**config.mk**
```make
export PLATFORM = sky130hd
export DESIGN_NAME = stream_minmax
export DESIGN_NICKNAME = d
export VERILOG_FILES = /design/src/rtl/stream_minmax.sv
export SDC_FILE = /design/constraint.sdc
export NUM_CORES = 1
export LEC_CHECK = 0
export BUFFER_PORTS_ARGS = -buffer_cell sky130_fd_sc_hd__clkbuf_2
export CAP_MARGIN = 20
export CORE_MARGIN = 3
export CORE_UTILIZATION = 29
export CTS_CLUSTER_DIAMETER = 120
export CTS_CLUSTER_SIZE = 16
export DETAILED_ROUTE_END_ITERATION = 12
export GPL_TIMING_DRIVEN = 1
export PLACE_DENSITY = 0.47
export SKIP_LAST_GASP = 1
export SLEW_MARGIN = 30
export SYNTH_ARGS = -nofsm -noshare
export SYNTH_HDL_FRONTEND = slang
export SYNTH_SLANG_ARGS = --single-unit
```
**constraint.sdc**
```tcl
create_clock -name clk -period 2.65 [get_ports clk]
set_input_delay 0.3975 -clock clk [delete_from_list [all_inputs] [get_ports clk]]
set_output_delay 0.3975 -clock clk [all_outputs]
set_load 0.05 [all_outputs]
```
**src/rtl/stream_minmax.sv**
```systemverilog
// Streaming signed min/max tracker: per frame reports extremes, first-occurrence indices and
// sample count. All data ordering comes from the comparator instances.

module comparator_lt #(
    parameter int unsigned N = 32
) (
    input  logic [N-1:0] i_a,
    input  logic [N-1:0] i_b,
    output logic         o_lt
);
    assign o_lt = $signed(i_a) < $signed(i_b);
endmodule

module comparator_eq #(
    parameter int unsigned N = 32
) (
    input  logic [N-1:0] i_a,
    input  logic [N-1:0] i_b,
    output logic         o_eq
);
    assign o_eq = (i_a == i_b);
endmodule

module stream_minmax #(
    parameter int unsigned N       = 32,
    parameter int unsigned COUNT_W = 8
) (
    input  logic               clk,
    input  logic               rst,
    input  logic               in_valid,
    output logic               in_ready,
    input  logic [N-1:0]       in_data,
    input  logic               in_last,
    output logic               out_valid,
    input  logic               out_ready,
    output logic [N-1:0]       out_min,
    output logic [N-1:0]       out_max,
    output logic [COUNT_W-1:0] out_min_idx,
    output logic [COUNT_W-1:0] out_max_idx,
    output logic [COUNT_W-1:0] out_count,
    output logic               out_trunc
);
    typedef enum logic [1:0] {StFirst, StAcc, StHold} state_e;

    state_e               r_state;
    logic                 r_in_ready;
    logic                 r_out_valid;
    logic [N-1:0]         r_min;
    logic [N-1:0]         r_max;
    logic [COUNT_W-1:0]   r_min_idx;
    logic [COUNT_W-1:0]   r_max_idx;
    logic [COUNT_W-1:0]   r_count;
    logic                 r_trunc;

    logic                 w_accept;
    logic                 w_lt_min;
    logic                 w_lt_max;
    logic                 w_eq_min;
    logic                 w_eq_max;
    logic                 w_min_upd;
    logic                 w_max_upd;
    logic [COUNT_W-1:0]   w_cnt_next;
    logic                 w_at_limit;

    comparator_lt #(.N(N)) u_lt_min (.i_a(in_data), .i_b(r_min),   .o_lt(w_lt_min));
    comparator_lt #(.N(N)) u_lt_max (.i_a(r_max),   .i_b(in_data), .o_lt(w_lt_max));
    comparator_eq #(.N(N)) u_eq_min (.i_a(in_data), .i_b(r_min),   .o_eq(w_eq_min));
    comparator_eq #(.N(N)) u_eq_max (.i_a(r_max),   .i_b(in_data), .o_eq(w_eq_max));

    // Tie flags only reinforce the strict compare: equal samples never displace an extreme.
    assign w_min_upd  = w_lt_min & ~w_eq_min;
    assign w_max_upd  = w_lt_max & ~w_eq_max;
    assign w_accept   = in_valid & r_in_ready;
    assign w_cnt_next = r_count + COUNT_W'(1);
    assign w_at_limit = (w_cnt_next == {COUNT_W{1'b1}});

    always_ff @(posedge clk) begin
        if (rst) begin
            r_state     <= StFirst;
            r_in_ready  <= 1'b1;
            r_out_valid <= 1'b0;
            r_min       <= '0;
            r_max       <= '0;
            r_min_idx   <= '0;
            r_max_idx   <= '0;
            r_count     <= '0;
            r_trunc     <= 1'b0;
        end else begin
            case (r_state)
                StFirst: begin
                    if (w_accept) begin
                        r_min     <= in_data;
                        r_max     <= in_data;
                        r_min_idx <= '0;
                        r_max_idx <= '0;
                        r_count   <= '0;
                        r_trunc   <= 1'b0;
                        if (in_last) begin
                            r_state     <= StHold;
                            r_in_ready  <= 1'b0;
                            r_out_valid <= 1'b1;
                        end else begin
                            r_state <= StAcc;
                        end
                    end
                end
                StAcc: begin
                    if (w_accept) begin
                        r_count <= w_cnt_next;
                        if (w_min_upd) begin
                            r_min     <= in_data;
                            r_min_idx <= w_cnt_next;
                        end
                        if (w_max_upd) begin
                            r_max     <= in_data;
                            r_max_idx <= w_cnt_next;
                        end
                        // Closing on the length limit keeps the counter from ever wrapping.
                        if (in_last || w_at_limit) begin
                            r_state     <= StHold;
                            r_in_ready  <= 1'b0;
                            r_out_valid <= 1'b1;
                            r_trunc     <= w_at_limit & ~in_last;
                        end
                    end
                end
                StHold: begin
                    if (out_ready) begin
                        r_state     <= StFirst;
                        r_in_ready  <= 1'b1;
                        r_out_valid <= 1'b0;
                    end
                end
                default: begin
                    r_state     <= StFirst;
                    r_in_ready  <= 1'b1;
                    r_out_valid <= 1'b0;
                end
            endcase
        end
    end

    assign in_ready    = r_in_ready;
    assign out_valid   = r_out_valid;
    assign out_min     = r_min;
    assign out_max     = r_max;
    assign out_min_idx = r_min_idx;
    assign out_max_idx = r_max_idx;
    assign out_count   = r_count;
    assign out_trunc   = r_trunc;
endmodule

```
==> After elaboration in Yosys (flattened, before gate mapping) <==
Cells that the tools add are included.
{ "word_totals": {"in_bits": 37, "memories": 0, "out_inout_bits": 91, "ram_bits": 0, "wordCells": 78, "mem_bits_ro": 0, "latchBits": 0, "ff_bits": 93} }
{ "classes": {"n_shift": 0, "reduce_logical": 9, "addsub": 1, "mux": 38, "magnitude_cmp": 2, "eq_ne": 12, "bitwise_logic": 7, "div_mod_pow": 0, "n_mul": 0} }
{ "ops": {"columns": ["op", "n"], "rows": [
  ["32-bit 2-to-1 mux", 5],
  ["32-bit case mux with 2 select lines", 2],
  ["32-bit == test", 2],
  ["32-bit less-than comparator", 2],
  ["8-bit 2-to-1 mux", 6],
  ["8-bit case mux with 2 select lines", 3],
  ["4-bit AND reduction", 4],
  ["2-bit inequality test (second input constant)", 7],
  ["1-bit 2-to-1 mux", 13],
  ["2-bit 2-to-1 mux", 5],
  ["8-bit by 1-bit adder with 8-bit output (second input constant)", 1],
  ["8-bit == test (second input constant)", 1],
  ["1-bit case mux with 3 select lines", 2],
  ["2-bit case mux with 3 select lines", 1],
  ["5-bit AND reduction", 1],
  ["1-bit AND", 4],
  ["1-bit inverter", 3],
  ["3-bit AND reduction", 1],
  ["2-bit by 1-bit == test with 1-bit output (second input constant)", 1],
  ["2-bit == test (second input constant)", 1],
  ["2-bit zero test", 1],
  ["1-bit case mux with 2 select lines", 1],
  ["2-bit nonzero test", 1],
  ["1-bit logical OR", 1]
]} }

==> Longest topological paths before layout <==
Gate-level depths: netlist of the first run.
{ "depth": {"depth_word": 6, "ltp_mapped": 11, "depth_no_buf": 9} }

==> Hierarchy <==
From an unflattened synthesis of the first run, not the netlist that was laid out.
{ "hier_totals": {"cells_unflattened": 741, "hier_area_um2": 5823.1} }
{ "by_module_without_submodules": {"columns": ["mod", "instances", "seq_area_each_um2", "cells_each", "area_each_um2"], "rows": [
  ["stream_minmax", 1, 1861.8, 439, 3550.9],
  ["comparator_lt", 2, 0.0, 108, 789.5],
  ["comparator_eq", 2, 0.0, 43, 346.6]
]} }

==> Worst setup path after synthesis of the first run <==
Ideal clock, no wire load.
{ "synth_path": {"kind": "register to register", "startpoint": "register r_min[14] (netlist: out_min[14])", "endpoint": "register r_min[21] (netlist: out_min[21])", "setup_ns": 0.119, "t_arrival_ns": 2.736, "setup_slack_ns": -0.205, "n_path_buf": 2, "required_ns": 2.531, "path_stages_with_launch": 12, "synth_period_minus_slack_ns": 2.855, "cell_sequence": "dfxtp_1 -> inv_1 -> ha_1 -> nand4_1 -> or3_1 -> or3b_1 -> nand3_2 -> a211oi_2 -> a211o_1 -> buf_6 -> buf_12 -> mux2i_1"} }
{ "synth_via": {"elab_chain_len": 5, "elab_cells_between_ends": 6, "cone_classes": "1 x order compare; 2 x eq/ne; 2 x bitwise; 1 x reduce/logical"} }
{ "synth_rtl": {"columns": ["item", "line", "rtl"], "rows": [
  ["start, declared", "48", "logic [N-1:0] r_min;"],
  ["start signal, assigned", "92", "r_min <= in_data;"],
  ["start signal, assigned", "111", "r_min <= in_data;"],
  ["branches (longest 2 deep; another with 32-bit less-than comparator)", null, null],
  ["1-bit AND *", "71", "assign w_min_upd = w_lt_min & ~w_eq_min;"],
  ["2-bit inequality test (no source line) *", null, null],
  ["4-bit AND reduction (no source line) *", null, null]
]} }
Mark *: on every way between the ends.
A chain may end at the register's enable or synchronous reset.

==> Worst setup path in the final report of the first run <==
{ "layout_path": {"startpoint": "register r_min[7] (netlist: out_min[7])", "endpoint": "register r_min_idx[2] (netlist: out_min_idx[2])"} }
{ "layout_via": {"elab_chain_len": 5, "elab_cells_between_ends": 6, "cone_classes": "1 x order compare; 2 x eq/ne; 2 x bitwise; 1 x reduce/logical"} }
{ "layout_rtl": {"columns": ["item", "line", "rtl"], "rows": [
  ["branches (longest 2 deep; another with 32-bit less-than comparator)", null, null],
  ["1-bit AND *", "71", null],
  ["2-bit inequality test (no source line) *", null, null],
  ["4-bit AND reduction (no source line) *", null, null],
  ["end signal, assigned", "112", "r_min_idx <= w_cnt_next;"],
  ["end, declared", "50", "logic [COUNT_W-1:0] r_min_idx;"]
]} }
Marked as above.

==> results of run 1 <==
-- layer usage --
metal,global-route usage,up-vias,share of wire
met3,0.0402,13,0.049
met4,0.0456,0,0.013
met2,0.248,87,0.48
li1,-,2474,-
met1,0.176,2283,0.46
met5,0,-,0
-- worst paths after layout --
check,startpoint,to
worst min register to register,out_min_idx[5]$_SDFFE_PP0P_,out_min_idx[5]$_SDFFE_PP0P_
worst max-delay path,out_min[7]$_SDFFE_PP0P_,out_min_idx[2]$_SDFFE_PP0P_
worst min-delay path,out_ready,r_state[1]$_SDFFE_PP0P_
worst max register to register,out_min[7]$_SDFFE_PP0P_,out_min_idx[2]$_SDFFE_PP0P_
-- layout by cell type, fill, tap and decap left out, drive strengths merged, types with 7 or more instances in the layout --
master,synthesis,final
a21oi,44,44
dfxtp,93,93
nand2b,115,115
buf,9,62
ha,66,66
clkbuf,16,143
nand2,18,18
a211oi,7,7
nand3,15,15
or3,14,14
nor2,9,9
o21ai,7,7
inv,69,71
mux2i,81,81
nand4,17,17
-- stage by stage --
stage | area, sq um | instances | setup WS, ns
floorplan | 5730 | 620 | 0.00140
global placement | 7020 | 1032 | -0.189
detailed placement | 7020 | 1032 | -0.226
CTS | 7360 | 1048 | -0.0344
global route | 7910 | 1065 | -0.0276
finish | 7910 | 1065 | 0.0596
-- state kept, by name (all words and copies together) (netlist names) --
signal	cells
out_max_idx	8
out_min	32
out_valid	1
r_state	2
out_trunc	1
out_min_idx	8
out_count	8
in_ready	1
out_max	32
-- critical path: stages, from the launching register on --
cell and delay (ns):
dfxtp_2 0.34, inv_1 0.04, ha_1 0.30, nand4_1 0.15, or3_4 0.41, or3b_1 0.37, nand3_2 0.09, a211oi_4 0.06
a211oi_4 0.22, buf_6 0.19, clkbuf_16 0.17, mux2i_1 0.18
-- synth_stat cells (2+ instances only) --
cell      instances
nand2b_1        115
dfxtp_1          93
mux2i_1          81
inv_1            69
ha_1             66
a21oi_1          44
nand2_1          18
clkbuf_1         16
nand3_1          14
nand4_1          14
or3_1            14
nor2_1            9
a211oi_1          5
a21o_1            5
nor3_1            5
xor2_1            5
buf_6             4
o21ai_1           4
buf_4             3
nand4_2           3
nor2b_1           3
nor4_1            3
o211ai_1          3
o21ai_0           3
a211o_1           2
and3_1            2
or3b_1            2
or4b_1            2
-- area by class of cell --
| cell class | instances | area, sq um |
|---|---|---|
| sequential | 93 | 1940 |
| clock buffer | 11 | 275 |
| fill | 1896 | 11000 |
| tap | 260 | 325 |
| clock inverter | 5 | 60.1 |
| multi-input combinational | 433 | 3730 |
| inverter | 69 | 259 |
| timing repair buffer | 194 | 1330 |
-- report_power, final --
group / internal (mW) / switching [mW] / leakage (nW)
Clock: 0.853 / 0.608 / 0.163
Sequential: 1.54 / 0.114 / 0.782
Combinational: 0.730 / 1.04 / 2.73
Total: 3.12 / 1.77 / 3.67
-- cell families (layout without fill, tap and decap cells) --
| kind of cell | after synthesis | in the layout |
|---|---|---|
| buffers and inverters | 94 | 279 |
| flip-flops | 93 | 93 |
| AO/OA/AOI/OAI | 70 | 70 |
| XOR/XNOR | 6 | 6 |
| AND/OR/NAND/NOR | 210 | 210 |
| multiplexers | 81 | 81 |
| adder cells (fa/ha/maj) | 66 | 66 |
-- repair_timing --
action,CTS,global route
setup endpoints to repair,33,80
buffers inserted,0,11
resized for setup,2,52
gates cloned,0,6
hold buffers,0,0
pin swaps,2,23
==> qor.txt, run 1 <==
Status -> finished clean
Average routed wire per standard cell -> 15.3 microns
Hold path depth -> 4
Critical path startpoint category -> flop
Post-synth EDFFs -> 0
P&R area growth vs syn -> 39.5%
Synth Area in Adders -> 0.146
Clk slew on worst S/H paths -> 0.07 ns
Ys flop type -> dfxtp_1
Final TNS setup -> 0 ns
Cell area after synthesis -> 5670 sq um
Peak VDD IR -> 0.000280 V
Endpoints failing setup -> 0
Initial antenna violation count -> 0
Global-route wire length before repair -> 25,200 microns
Finished Core Util -> 0.417
Share of layout cells above drive strength 1 -> 0.376
Max transition margin -> 0.567
Dpl hpwl -> 12,000 microns
# Max-Cap Violations -> 0
Ant. Diodes -> 0
Vias in the first global route -> 4,982
Leak Pwr -> 3.67 nW
Post-synthesis average cell area -> 9.15 sq um
Worst hold path type -> in -> reg
Simple-gate portion of the synthesized area -> 0.226
WP data arrival -> 2.87 ns
Crit Path Class -> reg -> reg
Count of input and output buffers -> 127
Register area share after synthesis -> 0.328
Die X -> 146 microns
Main combinational cell family by area after synthesis -> simple AND/OR/NAND/NOR gates
Yosys warns -> 0
Leading post-synthesis cells by cell area -> dfxtp_1 (33%), ha_1 (15%), mux2i_1 (14%), nand2b_1 (13%), inv_1 (4.6%)
Die H -> 146 microns
Slew Viols, Final -> 0
# rows -> 50
Nets -> 903
RSZ-0062 raised after global routing -> true
Design Power -> 4.89 mW
Full die area -> 21,300 sq um
Largest fanout on the critical path -> 6
Final Hold Vio Count -> 0
Routability cong. -> 0.823
Worst-margin pin slew -> 0.649 ns
Register-to-register setup slack -> 0.06 ns
Synth Register Bits -> 93
Syn_nets -> 723
All-Layer GR Usage -> 0.145
Period utilisation layout -> 0.978
Compound-Gate Fraction of Synth Area -> 0.0748
Clock tree from TritonCTS -> built
Via count -> 4,857
CTS Sinks -> 93
Num ports -> 128
Initial Utilization -> 0.299
Yosys top cell area share -> 0.328
Clock root buffer -> clkbuf_16
H-tree depth -> 3
Largest net degree at the start of global routing -> 58
Min Tclk post-route -> 2.59 ns
Clk Latency, worst-skew pair -> 0.35 ns
Fraction of registers with async set/reset -> 0
Drt first pass iters -> 4
Via density -> 4.56
Total CTS buffers -> 9
FMAX -> 0.386 GHz
Yosys cell types -> 41
R2r worst-path depth -> 11
GRT overflow -> 0
Worst Clk Skew -> 0.00576 ns
Multiplexer share of the synthesized area -> 0.143
Core Area -> 19,000 sq um
Area share of xor/xnor cells in the synthesized design -> 0.00927
DRC -> 0
Drt initial violations -> 143
Worst Path Required -> 2.93 ns
Post-synth top area cell -> dfxtp_1
Longest Clk Path Bufs -> 2
Crit end category -> flop
Pwr Density -> 617 nW/um^2
ANT nets after route -> 0
Drt total wl -> 16,300 microns
Hold WS -> 0.339 ns
Syn Inst Count -> 620
Power figures use the tool's default switching activity.
==> run 2, diff against run 1 <==
--- a/config.mk
+++ b/config.mk
@@ -7,7 +7,6 @@
 export LEC_CHECK = 0
 export BUFFER_PORTS_ARGS = -buffer_cell sky130_fd_sc_hd__clkbuf_2
 export CAP_MARGIN = 20
-export CORE_MARGIN = 3
 export CORE_UTILIZATION = 29
 export CTS_CLUSTER_DIAMETER = 120
 export CTS_CLUSTER_SIZE = 16
==> run 2 against run 1 <==
Net effect:
- the run now ends with setup timing left
- combinational power fell by 3%
- global-route usage rose by 0.77 points
- clock power fell by 12%
- via count fell by 0.93%
==> qor.txt, run 2 (synthesis results as in run 1) <==
Crit Path Class -> reg -> reg
Leak Pwr -> 3.60 nW (-2.0%)
Slew Viols, Final -> 0 (unchanged)
Register-to-register setup slack -> -0.004 ns (-0.06 ns)
Initial antenna violation count -> 0 (unchanged)
Average routed wire per standard cell -> 14.8 microns (-3.6%)
Drt first pass iters -> 4 (unchanged)
Setup WS pre-CTS -> -0.306 ns (-0.0807 ns)
Most frequent cells in the layout -> clkbuf_2 (127), nand2b_1 (115), mux2i_1 (80)
Clk slew on worst S/H paths -> 0.07 ns (about the same)
ANT nets after route -> 0 (unchanged)
RSZ-0062 raised after global routing -> true
Final TNS setup -> -0.00767 ns (-0.00767 ns)
GRT overflow -> 0 (unchanged)
Worst Path Required -> 2.93 ns (about the same)
Ant. Diodes -> 0 (unchanged)
Filler cells -> 1,899 (+0.16%)
Design Power -> 4.66 mW (-4.7%)
Drt initial violations -> 123 (-14%)
Min Tclk post-route -> 2.65 ns (+0.0637 ns)
Initial Utilization -> 0.299 (unchanged)
RR Endpoint -> out_min[8]$_SDFFE_PP0P_
Routability cong. -> 0.858 (+4.2%)
Total CTS buffers -> 9 (unchanged)
Num ports -> 128 (unchanged)
Via density -> 4.55 (-0.27%)
Global-route wire length before repair -> 23,900 microns (-5.1%)
Die X -> 142 microns (-2.7%)
Clock tree from TritonCTS -> built
Final Hold Vio Count -> 0 (unchanged)
Pwr Density -> 604 nW/um^2 (-2.3%)
# rows -> 50 (unchanged)
Worst hold path type -> in -> reg
Hold_buf cts -> 0 (unchanged)
Finished Core Util -> 0.407 (-0.0105)
Clk Latency, worst-skew pair -> 0.35 ns (about the same)
Cell total after placement -> 1,029 (-0.29%)
Worst Clk Skew -> 0.00836 ns (+0.00260 ns)
Clock root buffer -> clkbuf_16
R2r worst-path depth -> 11 (unchanged)
Peak VDD IR -> 0.000354 V (+26%)
H-tree depth -> 3 (unchanged)
Drt total wl -> 15,600 microns (-4.2%)
WP data arrival -> 2.93 ns (+0.06 ns)
Vias in the first global route -> 4,779 (-4.1%)
Failing checks -> setup timing
Critical Path Sink -> out_min[8]$_SDFFE_PP0P_
Setup ws final -> -0.00416 ns (-0.0637 ns)
Critical R2R Launch -> out_min[10]$_SDFFE_PP0P_
Worst-margin pin slew -> 0.644 ns (-0.00545 ns)
Critical path startpoint category -> flop
Core Area -> 19,000 sq um (unchanged)
Largest net degree at the start of global routing -> 45 (-22%)
Die H -> 142 microns (-2.7%)
Full die area -> 20,100 sq um (-5.4%)
# Max-Cap Violations -> 0 (unchanged)
FMAX -> 0.377 GHz (-2.4%)
DRC -> 0 (unchanged)
Via count -> 4,812 (-0.93%)
Crit end category -> flop
Commonest non-fill, non-tap cell in the layout -> clkbuf_2
Largest fanout on the critical path -> 5 (-1)
Status -> finished with violations
All-Layer GR Usage -> 0.152 (+0.00765)
Max transition margin -> 0.569 (+0.00205)
CTS Sinks -> 93 (unchanged)
Endpoints failing setup -> 2 (+2)
Dpl hpwl -> 11,700 microns (-2.9%)
Layout Cells excl Fill -> 1,058 (-0.66%)
Longest Clk Path Bufs -> 2 (unchanged)
P&R area growth vs syn -> 36.0%
Period utilisation layout -> 1.00 (+0.0240)
Share of layout cells above drive strength 1 -> 0.358 (-0.0180)
Count of input and output buffers -> 127 (unchanged)
Nets -> 896 (-0.78%)
Critical path origin -> out_min[10]$_SDFFE_PP0P_
run 2: where the power goes:
part           internal, mW  switching [mW]  total, mW
Combinational         0.690            1.03       1.72
Sequential             1.54           0.113       1.65
Clock                 0.728           0.560       1.29
run 2: worst min-delay path by stage:
stage / startpoint / end / depth (start not counted)
final: in_data[8] / out_min[8]$_SDFFE_PP0P_ / 3
after global routing: in_data[8] / out_min[8]$_SDFFE_PP0P_ / 3
after CTS: in_data[8] / out_min[8]$_SDFFE_PP0P_ / 3
after detailed placement: out_min_idx[5]$_SDFFE_PP0P_ / out_min_idx[5]$_SDFFE_PP0P_ / 2
after global placement: out_min_idx[5]$_SDFFE_PP0P_ / out_min_idx[5]$_SDFFE_PP0P_ / 2
after floorplan: r_state[1]$_SDFFE_PP0P_ / r_state[1]$_SDFFE_PP0P_ / 2
run 2: cell type report:
class / count / area, sq um / share of cell area
inverter: 69 / 259 / 0.0336
sequential: 93 / 1940 / 0.251
clock buffer: 11 / 233 / 0.0302
tap: 260 / 325 / 0.0422
multi-input combinational: 433 / 3670 / 0.476
clock inverter: 5 / 52.6 / 0.00681
timing repair buffer: 187 / 1240 / 0.160
run 2: stage by stage:
stage	hold slack, ns	instance area [sq um]
final	0.347	7710
after global routing	0.338	7710
after CTS	0.334	7290
after detailed placement	0.473	6980
after global placement	0.462	6980
after floorplan	0.507	5730
run 2: what timing repair did:
action                                 CTS  global route
setup buffers                            1             9
pin swaps                                3            19
resized for setup                        2            43
setup endpoints to repair               60            77
endpoints found under the hold margin    0             0
cloned                                   0             4
run 2: worst max-delay path, cell delays in order (launching register included):
cell and delay [ns]:
dfxtp_2 0.34, inv_2 0.06, ha_4 0.26, nand4_1 0.15
or3_4 0.41, or3b_1 0.37, nand3_2 0.10, a211oi_4 0.06
a211oi_4 0.35, buf_6 0.16, clkbuf_16 0.14, mux2i_1 0.18
run 2: layer usage:
metal / wire length [microns] / GRT usage / vias to the layer above
li1: - / - / 2464
met1: 7330 / 0.188 / 2229
met2: 7310 / 0.255 / 101
met3: 750 / 0.0405 / 18
met4: 253 / 0.0515 / 0
met5: 0 / 0 / -
==> run 3, diff against run 2 <==
--- a/config.mk
+++ b/config.mk
@@ -12,7 +12,7 @@
 export CTS_CLUSTER_SIZE = 16
 export DETAILED_ROUTE_END_ITERATION = 12
 export GPL_TIMING_DRIVEN = 1
-export PLACE_DENSITY = 0.47
+export PLACE_DENSITY_LB_ADDON = 0.05
 export SKIP_LAST_GASP = 1
 export SLEW_MARGIN = 30
 export SYNTH_ARGS = -nofsm -noshare
==> run 3 against run 2 <==
Net effect:
- the flow now finishes without violations
- hold slack lost 0.023 ns
- first-iteration DRC count grew 8.9%
- wire length grew 7.0%
- cell area grew 2.3%
- die area is the same
- setup slack gained 0.062 ns
- via count grew 1.9%
- count of clock-buffer cells in the layout shrank 1
- utilization grew 0.95 points
- final cell count grew 1.0%
- largest power group unchanged
- global-route usage grew 1.3 points
- maximum frequency grew 2.4%
==> qor.txt, run 3 (synthesis results as in run 1) <==
Status -> finished clean
Largest fanout on the critical path -> 5 (unchanged)
Initial antenna violation count -> 0 (unchanged)
Most used routing layer -> met2
RSZ-0062 raised after global routing -> true
Clk pwr share -> 0.280 (+0.003)
Hold path depth -> 4 (+1)
Global-route wire length before repair -> 25,700 microns (+7.7%)
Critical path origin -> out_min[11]$_SDFFE_PP0P_
Average routed wire per standard cell -> 15.7 microns (+5.9%)
Slowest-stage cell, CP -> or3_4
P&R area growth vs syn -> 39.2%
R2r worst-path depth -> 11 (unchanged)
H-tree depth -> 3 (unchanged)
Die H -> 142 microns (unchanged)
Crit Path Class -> reg -> reg
Most frequent cells in the layout -> clkbuf_2 (127), nand2b_1 (115), mux2i_1 (81)
Met2 usage -> 0.279 (+0.0233)
Clock root buffer -> clkbuf_16
CTS Sinks -> 93 (unchanged)
Drt first pass iters -> 4 (unchanged)
ANT nets after route -> 0 (unchanged)
Period utilisation layout -> 0.978 (-0.0233)
Worst-margin pin slew -> 0.751 ns (+0.108 ns)
Vias in the first global route -> 4,968 (+4.0%)
Peak VDD IR -> 0.000328 V (-7.3%)
WP data arrival -> 2.86 ns (-0.07 ns)
Drt total wl -> 16,700 microns (+7.0%)
Psw -> 1.81 mW (+6.2%)
# Max-Cap Violations -> 0 (unchanged)
Full die area -> 20,100 sq um (unchanged)
Critical R2R Launch -> out_min[11]$_SDFFE_PP0P_
Seq pwr share -> 0.344 (-0.011)
All-Layer GR Usage -> 0.166 (+0.0134)
# rows -> 50 (unchanged)
Drt initial violations -> 134 (+8.9%)
Final Hold Vio Count -> 0 (unchanged)
Min-Delay Startpoint -> out_ready
GR met1 Demand/Resource -> 0.214 (+0.0259)
Ant. Diodes -> 0 (unchanged)
DRC -> 0 (unchanged)
Worst Path Required -> 2.92 ns (about the same)
Via density -> 4.59 (+0.86%)
Clk Latency, worst-skew pair -> 0.36 ns (about the same)
Max transition margin -> 0.497 (-0.0721)
Nets -> 907 (+1.2%)
Clock tree from TritonCTS -> built
Cell Chain, Critical Path -> inv_1 -> ha_4 -> nand4_1 -> or3_4 -> or3b_1 -> nand3_2 -> a211oi_4 -> a211oi_4 -> buf_6 -> buf_8 -> mux2i_1
Min Tclk post-route -> 2.59 ns (-0.0619 ns)
Pwr Density -> 606 nW/um^2 (+0.43%)
Critical path startpoint category -> flop
Layout Cells excl Fill -> 1,069 (+1.0%)
Total CTS buffers -> 9 (unchanged)
Num ports -> 128 (unchanged)
GRT overflow -> 0 (unchanged)
Hold_buf cts -> 0 (unchanged)
Worst path max stage delay -> 0.38 ns (-0.03 ns)
Filler cells -> 1,952 (+2.8%)
Share of layout cells above drive strength 1 -> 0.378 (+0.0198)
Crit path top cell by count -> a211oi_4
Endpoints failing setup -> 0 (-2)
Crit end category -> flop
Commonest non-fill, non-tap cell in the layout -> clkbuf_2
Worst Clk Skew -> 0.00886 ns (+0.000498 ns)
Via count -> 4,904 (+1.9%)
Largest net degree at the start of global routing -> 75 (+67%)
Finished Core Util -> 0.416 (+0.00950)
Slew Viols, Final -> 0 (unchanged)
Core Area -> 19,000 sq um (unchanged)
Comb pwr share -> 0.376 (+0.007)
Initial Utilization -> 0.299 (unchanged)
Leak Pwr -> 3.67 nW (+2.1%)
Switch share -> 0.377 (+0.0123)
Clk slew on worst S/H paths -> 0.08 ns (about the same)
Routability cong. -> 0.777 (-9.4%)
Worst hold path type -> in -> reg
Hold WS -> 0.324 ns (-0.0235 ns)
Dpl hpwl -> 12,300 microns (+4.9%)
FMAX -> 0.386 GHz (+2.4%)
Die X -> 142 microns (unchanged)
Count of input and output buffers -> 127 (unchanged)
Met3 Usage GRT -> 0.0233 (-0.0172)
Internal power -> 2.98 mW (+0.79%)
Cell total after placement -> 1,036 (+0.68%)
Longest Clk Path Bufs -> 2 (unchanged)
## run 3: cell count changes in the layout (fill, tap and decap cells not counted), sizes merged
cell and delta:
clkbuf -2, buf +12, clkinv -3, inv +4, bufinv -1, clkinvlp +1
## run 3: final timing paths
kind / endpoint / slack [ns]
worst min register to register: out_max_idx[0]$_SDFFE_PP0P_ / 0.48
worst min-delay path: r_state[1]$_SDFFE_PP0P_ / 0.32
worst max-delay path: out_min[6]$_SDFFE_PP0P_ / 0.06
worst max register to register: out_min[6]$_SDFFE_PP0P_ / 0.06
## run 3: worst max-delay path, delay by kind of cell, from the launching register on
family | cells | cell delay (ns)
adder cells (fa/ha/maj) | 1 | 0.29
AND/OR/NAND/NOR | 4 | 1.02
multiplexers | 1 | 0.20
buffers and inverters | 3 | 0.37
AO/OA/AOI/OAI | 2 | 0.31
flip-flops | 1 | 0.33
## run 3: timing repair
item | CTS | global route
pin swaps | 6 | 21
endpoints found under the setup margin | 51 | 62
resized for setup | 6 | 51
cloned | 2 | 3
setup buffers | 3 | 11
## run 3: routing by layer
metal | up-vias | part of all wire
li1 | 2490 | -
met4 | 0 | 0.015
met3 | 13 | 0.028
met2 | 86 | 0.47
met1 | 2315 | 0.48
met5 | - | 0
## run 3: stage by stage
step	power, mW	cell area, sq um	worst slack (ns)	setup TNS [ns]
after floorplan	2.74	5730	0.00140	0
after global placement	3.23	7020	-0.263	-14.99
after detailed placement	3.25	7020	-0.309	-18.37
after CTS	4.68	7400	-0.00415	-0.00789
after global routing	5.06	7890	-0.0556	-1.14
final	4.78	7890	0.0577	0
## run 3: layout make-up
class                   count  area [sq um]  area share
clock inverters             6          50.0     0.00634
well taps                 260           325      0.0412
multi-input cells         433          3740       0.474
flip-flops and latches     93          1930       0.245
repair buffers            198          1340       0.170
clock buffers              10           250      0.0317
inverters                  69           259      0.0328
## run 3: power by group through the flow
| stage | clock network (mW) | registers, mW | logic [mW] |
|---|---|---|---|
| after floorplan | 0 | 2.06 | 0.678 |
| after global placement | 0 | 1.67 | 1.56 |
| after detailed placement | 0 | 1.68 | 1.57 |
| after CTS | 1.40 | 1.64 | 1.64 |
| after global routing | 1.44 | 1.66 | 1.95 |
| final | 1.34 | 1.65 | 1.80 |
